--- src/rtl/text_display_engine.sv ---
// Character-cell text video engine: raster timing, text/font fetch pipeline, blinking cursor.
// Define TEXT_ATTR_EN to colour each cell from a fixed CGA palette indexed by its attribute byte.
module text_display_engine #(
  parameter int H_ACTIVE     = 640,
  parameter int H_FP         = 16,
  parameter int H_SYNC       = 96,
  parameter int H_BP         = 48,
  parameter int V_ACTIVE     = 480,
  parameter int V_FP         = 10,
  parameter int V_SYNC       = 2,
  parameter int V_BP         = 33,
  parameter int CHAR_W       = 8,
  parameter int CHAR_H       = 16,
  parameter int BLINK_FRAMES = 32,
  localparam int COLS = H_ACTIVE / CHAR_W,
  localparam int ROWS = V_ACTIVE / CHAR_H,
  localparam int AW   = $clog2(COLS * ROWS),
  localparam int XW   = (COLS > 1) ? $clog2(COLS) : 1,
  localparam int YW   = (ROWS > 1) ? $clog2(ROWS) : 1,
  localparam int LCH  = $clog2(CHAR_H)
) (
  input  logic              pixelClk,
  input  logic              n_reset,
  input  logic [XW-1:0]     cursor_x,
  input  logic [YW-1:0]     cursor_y,
  input  logic              cursor_en,
  output logic [AW-1:0]     cell_addr,
  output logic              cell_rd,
  input  logic [15:0]       cell_data,
  output logic [8+LCH-1:0]  font_addr,
  input  logic [CHAR_W-1:0] font_data,
  output logic              hSync,
  output logic              vSync,
  output logic              hblank,
  output logic              vblank,
  output logic [3:0]        videoR,
  output logic [3:0]        videoG,
  output logic [3:0]        videoB,
  output logic              frame_start
);
  localparam int H_TOTAL = H_ACTIVE + H_FP + H_SYNC + H_BP;
  localparam int V_TOTAL = V_ACTIVE + V_FP + V_SYNC + V_BP;
  localparam int HW  = $clog2(H_TOTAL);
  localparam int VW  = $clog2(V_TOTAL);
  localparam int LCW = $clog2(CHAR_W);
  localparam int BW  = (BLINK_FRAMES > 1) ? $clog2(BLINK_FRAMES) : 1;
  localparam logic [4:0] SYNC_IDLE = 5'b11110;  // {hSync, vSync, hblank, vblank, frame_start}

  logic              run_reg;
  logic [HW-1:0]     h_cnt_reg;
  logic [VW-1:0]     v_cnt_reg;
  logic [AW-1:0]     row_base_reg;
  logic [XW-1:0]     cur_x_reg;
  logic [YW-1:0]     cur_y_reg;
  logic [BW-1:0]     blink_cnt_reg;
  logic              blink_on_reg;
  logic              line_end, frame_end, row_step, active0, hit0;
  logic [LCW-1:0]    xoff0;
  logic [LCH-1:0]    line0;
  logic [HW-LCW-1:0] col0;
  logic [VW-LCH-1:0] row0;
  logic [4:0]        sync0;
  logic [4:0]        sync_pipe_reg [1:3];
  logic              active1_reg, hit1_reg, active2_reg, hit2_reg;
  logic [LCW-1:0]    xoff1_reg, xoff2_reg;
  logic [LCH-1:0]    line1_reg;
  logic [11:0]       colour_reg, fg, bg;
  logic              pix2;

  assign line_end  = run_reg && (h_cnt_reg == HW'(H_TOTAL - 1));
  assign frame_end = line_end && (v_cnt_reg == VW'(V_TOTAL - 1));
  assign xoff0 = h_cnt_reg[LCW-1:0];
  assign line0 = v_cnt_reg[LCH-1:0];
  assign col0  = h_cnt_reg[HW-1:LCW];
  assign row0  = v_cnt_reg[VW-1:LCH];
  // Row base only steps inside the active area so it never exceeds COLS*ROWS-1.
  assign row_step = (v_cnt_reg < VW'(V_ACTIVE - 1)) && (line0 == LCH'(CHAR_H - 1));

  assign active0 = run_reg && (h_cnt_reg < HW'(H_ACTIVE)) && (v_cnt_reg < VW'(V_ACTIVE));
  // Exact equality means an out-of-range cursor can never match a visible cell.
  assign hit0 = active0 && cursor_en && blink_on_reg &&
                (32'(col0) == 32'(cur_x_reg)) && (32'(row0) == 32'(cur_y_reg));

  assign sync0 = {
    !(run_reg && h_cnt_reg >= HW'(H_ACTIVE + H_FP) && h_cnt_reg < HW'(H_ACTIVE + H_FP + H_SYNC)),
    !(run_reg && v_cnt_reg >= VW'(V_ACTIVE + V_FP) && v_cnt_reg < VW'(V_ACTIVE + V_FP + V_SYNC)),
    !run_reg || (h_cnt_reg >= HW'(H_ACTIVE)),
    !run_reg || (v_cnt_reg >= VW'(V_ACTIVE)),
    run_reg && (h_cnt_reg == '0) && (v_cnt_reg == '0)
  };

  assign cell_addr = row_base_reg + AW'(col0);
  assign cell_rd   = active0;
  assign font_addr = {cell_data[7:0], line1_reg};

  // run_reg is the stage-0 valid bit: the first edge after reset presents pixel (0,0).
  always_ff @(posedge pixelClk or negedge n_reset) begin
    if (!n_reset) begin
      run_reg       <= 1'b0;
      h_cnt_reg     <= '0;
      v_cnt_reg     <= '0;
      row_base_reg  <= '0;
      cur_x_reg     <= '0;
      cur_y_reg     <= '0;
      blink_cnt_reg <= '0;
      blink_on_reg  <= 1'b1;
    end else begin
      run_reg <= 1'b1;
      if (run_reg) h_cnt_reg <= line_end ? '0 : h_cnt_reg + 1'b1;
      if (line_end) v_cnt_reg <= frame_end ? '0 : v_cnt_reg + 1'b1;
      if (frame_end) row_base_reg <= '0;
      else if (line_end && row_step) row_base_reg <= row_base_reg + AW'(COLS);
      if (!run_reg || frame_end) begin
        cur_x_reg <= cursor_x;
        cur_y_reg <= cursor_y;
      end
      if (frame_end) begin
        if (blink_cnt_reg == BW'(BLINK_FRAMES - 1)) begin
          blink_cnt_reg <= '0;
          blink_on_reg  <= ~blink_on_reg;
        end else begin
          blink_cnt_reg <= blink_cnt_reg + 1'b1;
        end
      end
    end
  end

  always_ff @(posedge pixelClk or negedge n_reset) begin
    if (!n_reset) begin
      for (int i = 1; i <= 3; i++) sync_pipe_reg[i] <= SYNC_IDLE;
    end else begin
      for (int i = 3; i > 1; i--) sync_pipe_reg[i] <= sync_pipe_reg[i-1];
      sync_pipe_reg[1] <= sync0;
    end
  end

`ifdef TEXT_ATTR_EN
  logic [7:0] attr2_reg;

  function automatic logic [11:0] cga_palette(input logic [3:0] idx);
    case (idx)
      4'h0: cga_palette = 12'h000;  4'h1: cga_palette = 12'h00A;
      4'h2: cga_palette = 12'h0A0;  4'h3: cga_palette = 12'h0AA;
      4'h4: cga_palette = 12'hA00;  4'h5: cga_palette = 12'hA0A;
      4'h6: cga_palette = 12'hA50;  4'h7: cga_palette = 12'hAAA;
      4'h8: cga_palette = 12'h555;  4'h9: cga_palette = 12'h55F;
      4'hA: cga_palette = 12'h5F5;  4'hB: cga_palette = 12'h5FF;
      4'hC: cga_palette = 12'hF55;  4'hD: cga_palette = 12'hF5F;
      4'hE: cga_palette = 12'hFF5;  default: cga_palette = 12'hFFF;
    endcase
  endfunction

  always_ff @(posedge pixelClk or negedge n_reset) begin
    if (!n_reset) attr2_reg <= '0;
    else          attr2_reg <= cell_data[15:8];
  end

  assign fg = cga_palette(attr2_reg[3:0]);
  assign bg = cga_palette(attr2_reg[7:4]);
`else
  logic attr_unused;
  assign attr_unused = ^cell_data[15:8];
  assign fg = 12'hFFF;
  assign bg = 12'h000;
`endif

  // Glyph rows are MSB-leftmost, so pixel offset x selects bit ~x.
  assign pix2 = font_data[~xoff2_reg] ^ hit2_reg;

  always_ff @(posedge pixelClk or negedge n_reset) begin
    if (!n_reset) begin
      active1_reg <= 1'b0;
      hit1_reg    <= 1'b0;
      xoff1_reg   <= '0;
      line1_reg   <= '0;
      active2_reg <= 1'b0;
      hit2_reg    <= 1'b0;
      xoff2_reg   <= '0;
      colour_reg  <= '0;
    end else begin
      active1_reg <= active0;
      hit1_reg    <= hit0;
      xoff1_reg   <= xoff0;
      line1_reg   <= line0;
      active2_reg <= active1_reg;
      hit2_reg    <= hit1_reg;
      xoff2_reg   <= xoff1_reg;
      colour_reg  <= active2_reg ? (pix2 ? fg : bg) : 12'h000;
    end
  end

  assign {hSync, vSync, hblank, vblank, frame_start} = sync_pipe_reg[3];
  assign {videoR, videoG, videoB} = colour_reg;
endmodule

--- config.mk ---
export PLATFORM = sky130hd
export DESIGN_NAME = text_display_engine
export DESIGN_NICKNAME = d
export VERILOG_FILES = /design/src/rtl/text_display_engine.sv
export SDC_FILE = /design/constraint.sdc
export NUM_CORES = 1
export LEC_CHECK = 0
export ABC_AREA = 1
export BUFFER_PORTS_ARGS = -buffer_cell sky130_fd_sc_hd__buf_2
export CAP_MARGIN = 20
export CORE_MARGIN = 1.5
export CORE_UTILIZATION = 50
export CTS_CLUSTER_DIAMETER = 150
export DETAILED_ROUTE_END_ITERATION = 6
export MAX_ROUTING_LAYER = met4
export PLACE_DENSITY_LB_ADDON = 0.3
export SYNTH_ARGS = -nofsm -noshare
export SYNTH_HDL_FRONTEND = slang
export SYNTH_SLANG_ARGS = --single-unit
--- constraint.sdc ---
create_clock -name pixelClk -period 3.7 [get_ports pixelClk]
set_input_delay 0.37 -clock pixelClk [delete_from_list [all_inputs] [get_ports pixelClk]]
set_output_delay 0.37 -clock pixelClk [all_outputs]
set_load 0.05 [all_outputs]
=== Word-level counts from Yosys, hierarchy flattened ===
Cells that the tools add are included.

* Register bits after elaboration: 92
* Output and inout bits: 42

* Add/sub/neg operators: 5
* $lt $le $gt $ge: 10
* Eq/ne operators: 6
* Muxes and demuxes: 9
* Bitwise operators: 3
* Reductions and logical operators: 26

{| class="wikitable"
|+ Operators by type and width
! kind !! number
|-
| 12-bit 2-to-1 mux || 4
|-
| 10-bit by 9-bit < comparator with 1-bit output (second input constant) || 3
|-
| 10-bit by 1-bit adder with 10-bit output (second input constant) || 2
|-
| 10-bit equality test (second input constant) || 2
|-
| 10-bit greater-or-equal comparator (second input constant) || 2
|-
| 10-bit by 9-bit greater-or-equal comparator with 1-bit output (second input constant) || 2
|-
| 10-bit zero test || 2
|-
| 10-bit < comparator (second input constant) || 2
|-
| 10-bit 2-to-1 mux || 2
|-
| 1-bit logical AND || 16
|-
| 12-bit by 7-bit adder with 12-bit output || 1
|-
| 12-bit by 7-bit adder with 12-bit output (second input constant) || 1
|-
| 7-bit equality test || 1
|-
| 6-bit by 5-bit equality test with 1-bit output || 1
|-
| 5-bit by 1-bit adder with 5-bit output (second input constant) || 1
|-
| 5-bit equality test (second input constant) || 1
|-
| 5-bit 2-to-1 mux || 1
|-
| 4-bit equality test (second input constant) || 1
|-
| 3-bit by 4-bit < comparator with 1-bit output (second input constant) || 1
|-
| 1-bit binary-select mux with 3-bit select || 1
|-
| 1-bit zero test || 3
|-
| 1-bit logical OR || 3
|-
| 3-bit inverter || 1
|-
| 2-bit AND reduction || 1
|-
| other kinds (4) || 4
|}

=== Longest topological paths before layout ===
Gate-level depths: netlist (run 1).

* Depth in word-level cells: 7
* Depth in mapped cells: 10
* Gate-level depth less buffers: 9

=== Worst setup path after synthesis (run 1) ===
Ideal clock, no wire load.

* Path type: reg2out
* Start point: register h_cnt_reg[8]
* End point: output cell_addr[8]
* Arrival: 2015 ps
* Path slack: 1315 ps
* Stages on the path, launching flop included: 7
* Path through: dfrtp_1 -> ha_1 -> a21oi_1 -> o21bai_1 -> nand2_1 -> nand2_1 -> xor2_1

* Cells in the longest elaborated chain, start to end: 1

{| class="wikitable"
|+ RTL lines
! item !! RTL line !! RTL
|-
| from (decl) || 50 || <nowiki>logic [HW-1:0] h_cnt_reg;</nowiki>
|-
| from (signal assigned) || 109 || <nowiki>if (run_reg) h_cnt_reg <= line_end ? '0 : h_cnt_reg + 1'b1;</nowiki>
|-
| 12-bit by 7-bit adder with 12-bit output || 92 || <nowiki>assign cell_addr = row_base_reg + AW'(col0);</nowiki>
|-
| to (decl) || 27 || <nowiki>output logic [AW-1:0] cell_addr,</nowiki>
|}

No other way between the ends.

=== Worst setup path after layout (run 1) ===
Ends and elaborated chain as after synthesis.

==> qor.yml, run 1 <==
status: "finished clean"
core_um2: 7810
grt_antenna_before_repair: 0
ys_seq_area_share_pct: 47.9
rows: 32
gp_congestion: 0.884
worst_ir_drop_vdd_uv: 275
finalNetCount: 557
combPwrFrac_pct: 27.1
ios: 81
grt_pass1_vias: 2968
worst_setup_path_end_kind: "output pin"
critPathArrivalTime_ps: 2230
async_reset_ff_share_pct: 100
max_clock_freq_mhz: 385
cpPeakStageDelay_ps: 480
clockRootBuffer: "clkbuf_8"
hp-class: "input port to async pin"
htreeDepth: 3
grt_usage_pct: 21.6
seqPwrFrac_pct: 44.5
drcViolationCount: 0
start_util_pct: 51.9
finalWirelength_um: 8370
p_leak_nw: 2.26
worstMarginPinSlew_ps: 957
num_vias: 3072
clock_latency_ps: 360
fp.dieH_um: 93.1
intPower_mw: 1.39
postLayoutCoreUtil_pct: 56.9
min_period_ps: 2600
fillers: 721
drt_iter0_drc: 133
synthDistinctLibCells: 39
r2r_start: "run_reg"
p_sw_mw: 0.876
cts_buffers: 9
grt_first_pass_wirelength_um: 14000
clock_skew_ps: 11.8
crit_top_cell: "nand2_1"
power.density_nw_per_um2: 510
cts-resized-gates: 0
worstPathRequired_ps: 3330
cp_slowest_cell: "dfrtp_1"
regArea_um2: 1940
max_cap_violations: 0
hpwl_um: 6040
switching_share_pct: 38.7
clock_sinks: 77
grt_max_degree: 78
syn_to_final_growth_pct: 9.50
die-area_um2: 8660
routedWlPerCell_um: 13.7
path_class: "flip-flop to output pin"
crit_chain: "ha_1 > a21oi_1 > o21bai_1 > nand2_1 > nand2_1 > xor2_1 > buf_2"
firstDrtPassIters: 4
finalMaxSlewViolations: 0
numPortBuffers: 56
cts.clk_slew.worst_paths_ps: 80
clock_path_buffers: 2
synth_seq_cells: 77
synthFlopType: "dfrtp_1"
finalSetupViolCount: 0
maxSlewHeadroom_pct: 36.2
post_cts_buffers: 0
ys_warn_count: 0
rsz0062_at_grt: "no"
final_cell_area_um2: 4440
tns_ps: 0
clkPwrFrac_pct: 28.4
cts_tree: "yes"
ant_nets: 0
syn_nets: 519
synth_cells: 468
synth.avg_cell_area_um2: 8.66
multi_input_area_um2: 1680
period_share_pct: 70.3
drive_gt1_share_pct: 19.6
worstSetupStartpointType: "flip-flop"
diodes: 0
crit_path_max_fanout: 6
synth_edf_count: 0
cts_hold_buf: 0
viasPerCell: 5.01
crit_path_start: "h_cnt_reg[8]"
syn_area_um2: 4060
place_area_um2: 4240
fp.dieW_um: 93.1
grt-ovfl-total: 0
hold_violations: 0
## power by group through the flow
stage / clock network, mW / registers (mW) / logic [mW]
final: 0.643 / 1.01 / 0.614
after global routing: 0.692 / 1.02 / 0.669
after global placement: 0 / 1.02 / 0.604
after CTS: 0.658 / 1.01 / 0.618
after detailed placement: 0 / 1.02 / 0.615
after floorplan: 0 / 1.02 / 0.560
## cell type report
| class | count | share of cell area [%] |
|---|---|---|
| flip-flops and latches | 77 | 43.8 |
| multi-input cells | 307 | 37.8 |
| repair buffers | 56 | 6.37 |
| inverters | 55 | 4.76 |
| clock buffers | 10 | 2.87 |
| well taps | 102 | 2.87 |
| clock inverters | 6 | 1.58 |
## worst paths after layout
check                                   endpoint  slack, ps  cells past startpoint
min in group pixelClk               cur_x_reg[1]        200                      3
worst min register to register      xoff2_reg[0]        350                      0
max in group asynchronous           h_cnt_reg[8]       2930                      1
worst max-delay path                cell_addr[8]       1100                      7
worst max register to register  row_base_reg[10]       1660                      5
worst min-delay path                 active2_reg        160                      1
## cell usage in the layout, fill, tap and decap left out, types with 2 or more instances in the layout
cell	n
nor3_1	11
nor2_4	2
a21oi_1	5
o21ai_1	5
conb_1	2
nand2_2	2
buf_2	55
o22ai_1	4
o2111ai_1	3
nand3_4	2
xnor2_1	5
nand4_1	6
nand2_1	106
nor4_1	2
nand2_8	2
clkinvlp_4	3
inv_6	3
dfrtp_1	64
nor2_1	41
dfstp_2	13
ha_1	12
inv_1	52
xor2_1	20
o21ai_0	21
nand3_1	45
clkbuf_8	9
inv_2	2
## critical path, delay by kind of cell (launching register included)
kind / cells / cell delay, ps
AOI/OAI and AO/OA: 2 / 380
xor gates and xnor gates: 1 / 140
adders and majority gates: 1 / 390
buffers and inverters: 1 / 270
DFF: 1 / 480
and+or+nand+nor: 2 / 210
## kinds of logic (layout without fill, tap and decap cells)
family | Yosys count | count (layout) | synth area share [%]
flip-flops | 77 | 77 | 47.9
buffers and inverters | 84 | 127 | 10.7
AND/OR/NAND/NOR | 225 | 225 | 26.0
adder cells (fa/ha/maj) | 12 | 12 | 3.70
AO/OA/AOI/OAI | 43 | 43 | 6.05
XOR/XNOR | 25 | 25 | 5.40
other | 2 | 2 | 0.185
## synthesized netlist by cell type (2+ instances only)
master	n	area (um^2)
nand2_8	2	40.0
nand2_2	2	12.5
xnor2_1	5	43.8
o2111ai_1	3	26.3
clkbuf_1	3	11.3
o21ai_0	21	105
o22ai_1	4	25.0
buf_6	5	56.3
conb_1	2	7.51
nor3_1	11	55.1
nand2_1	106	398
nor2_4	2	22.5
nor4_1	2	12.5
a21oi_1	5	25.0
inv_1	52	195
inv_2	2	7.51
o21ai_1	5	25.0
nor2_1	41	154
nand3_1	45	225
dfrtp_1	64	1600
nand3_4	2	35.0
nand4_1	6	37.5
ha_1	12	150
xor2_1	20	175
dfstp_2	13	342
buf_4	20	150
## routing by layer
metal | global-route usage (%) | routed length (um) | up-vias
met5 | - | 0 | -
met1 | 27.8 | 3960 | 1425
li1 | - | - | 1555
met2 | 34.7 | 3880 | 83
met3 | 4.72 | 423 | 9
met4 | 5.81 | 102 | 0
## per-stage QoR
stage	hold slack [ps]	power, mW	cells	setup slack [ps]
6_report	156	2.26	613	1100
5_1_grt	216	2.38	613	899
4_1_cts	192	2.28	613	1080
3_5_place_dp	336	1.64	597	1470
3_3_place_gp	332	1.62	597	1540
2_1_floorplan	74.4	1.58	468	1320
Note: power is estimated with default switching activity, not from simulation.
==> run 2, diff against run 1 <==
clock period = 2.5 ns   (was 3.7 ns; I/O delays follow)
==> qor.yml, run 2 (synthesis results as in run 1) <==
grt_antenna_before_repair: 0  # unchanged
drive_gt1_share_pct: 20.1  # +0.55 points
htreeDepth: 3  # unchanged
diodes: 0  # unchanged
r2r_setup_slack_ps: 550  # -1110 ps
start_util_pct: 51.9  # unchanged
clockRootBuffer: "clkbuf_8"
min_period_ps: 2350
setup_ws_ps: 149  # -951 ps
clock_path_buffers: 2  # unchanged
fp.dieH_um: 93.1  # unchanged
core_um2: 7810  # unchanged
cts.clk_slew.worst_paths_ps: 80  # about the same
tns_ps: 0  # unchanged
worst_ir_drop_vdd_uv: 452  # +64%
hold_violations: 0  # unchanged
crit_path_max_fanout: 6  # unchanged
grt_usage_pct: 21.1  # -0.45 points
max_cap_violations: 0  # unchanged
place_inst: 598  # +0.17%
die-area_um2: 8660  # unchanged
r2r.worst_path.cells: 8  # +3
hpwl_um: 5900  # -2.3%
routedWlPerCell_um: 13.0  # -4.7%
maxSlewHeadroom_pct: 38.1  # +1.9 points
worstSetupStartpointType: "flip-flop"
viasPerCell: 5.10  # +1.9%
fillers: 739  # +2.5%
period_share_pct: 94.0
numPortBuffers: 56  # unchanged
post_cts_buffers: 0  # unchanged
drcViolationCount: 0  # unchanged
finalWirelength_um: 7990  # -4.6%
rsz0062_at_grt: "no"
finalSetupViolCount: 0  # unchanged
cts_hold_buf: 0  # unchanged
cts_buffers: 9  # unchanged
worst_setup_path_end_kind: "output pin"
layout_commonest_cell: "nand2_1"
ant_nets: 0  # unchanged
fp.dieW_um: 93.1  # unchanged
finalNetCount: 558  # +0.18%
worstPathRequired_ps: 2250  # -1080 ps
gp_congestion: 0.924  # +4.6%
r2r_start: "h_cnt_reg[0]"
path_class: "flip-flop to output pin"
firstDrtPassIters: 5  # +1
grt-ovfl-total: 0  # unchanged
grt_first_pass_wirelength_um: 13700  # -2.4%
worstMarginPinSlew_ps: 929  # -28.7 ps
finalPower_mw: 3.42  # +51%
cts_tree: "yes"
num_vias: 3134  # +2.0%
rows: 32  # unchanged
critPathArrivalTime_ps: 2100  # -130 ps
hp-class: "input port to async pin"
power.density_nw_per_um2: 763  # +50%
clock_latency_ps: 350  # about the same
clock_sinks: 77  # unchanged
p_leak_nw: 2.29  # +1.3%
clock_skew_ps: 7.87  # -3.88 ps
grt_pass1_vias: 2920  # -1.6%
status: "finished clean"
ios: 81  # unchanged
final_cell_mix: "106 x nand2_1, 64 x dfrtp_1, 54 x buf_2, 52 x inv_1, 45 x nand3_1"
drt_iter0_drc: 181  # +36%
dp_slack_ps: 389  # -1080 ps
postLayoutCoreUtil_pct: 57.3  # +0.45 points
syn_to_final_growth_pct: 10.4
worstReg2RegEnd: "row_base_reg[10]"
finalMaxSlewViolations: 0  # unchanged
grt_max_degree: 78  # unchanged
layoutNonFillerInstCount: 614  # +0.16%
max_clock_freq_mhz: 425
run 2: cell count changes in the layout (fill, tap and decap cells not counted), sizes merged:
cell	change
inv	-1
clkinv	+3
clkinvlp	-3
bufinv	+1
clkbuf	+1
run 2: final cells by class:
| type | instances | area [um^2] | area share [%] |
|---|---|---|---|
| tap | 102 | 128 | 2.85 |
| timing repair buffer | 57 | 293 | 6.54 |
| clock inverter | 6 | 87.6 | 1.96 |
| sequential | 77 | 1940 | 43.4 |
| inverter | 55 | 211 | 4.72 |
| clock buffer | 10 | 128 | 2.85 |
| multi-input combinational | 307 | 1690 | 37.7 |
run 2: how the worst max path moves through the flow:
stage | from | to | slack [ps] | depth (start not counted)
after floorplan | h_cnt_reg[8] | cell_addr[8] | 240 | 6
after detailed placement | h_cnt_reg[8] | cell_addr[8] | 390 | 7
after CTS | h_cnt_reg[8] | cell_addr[10] | 70 | 9
final | h_cnt_reg[8] | cell_addr[10] | 150 | 9
after global placement | h_cnt_reg[8] | cell_addr[8] | 470 | 7
after global routing | h_cnt_reg[8] | cell_addr[10] | 2 | 9
run 2: timing repair:
item	4_1_cts	5_1_grt
resized for setup	1	2
endpoints found under the setup margin	1	2
pin swaps	0	0
run 2: critical path: stages (launching register included):
cell	delay (ps)
dfrtp_1	460
ha_1	380
a21oi_2	200
o21bai_2	110
nand2_1	70
nand2_1	100
nand2_1	80
nand2_1	50
nand2_1	50
buf_2	250
run 2: metal layers:
metal / track usage, % / part of all wire [%] / routed length (um) / up-vias
li1: - / - / - / 1566
met3: 3.66 / 5.1 / 409 / 13
met1: 27.8 / 46 / 3710 / 1451
met2: 32.4 / 46 / 3710 / 104
met5: - / 0 / 0 / -
met4: 9.09 / 1.9 / 154 / 0
run 2: power breakdown:
part	leakage [nW]	internal, mW	switching [mW]
sequential	0.975	1.36	0.127
clock	0.111	0.564	0.459
combinational	1.21	0.226	0.679
run 2: per-stage QoR:
step	cell area [um^2]	hold WS (ps)
after floorplan	4060	-45.6
after global placement	4250	331
after detailed placement	4250	336
after CTS	4470	62.4
after global routing	4480	86.2
final	4480	23.2
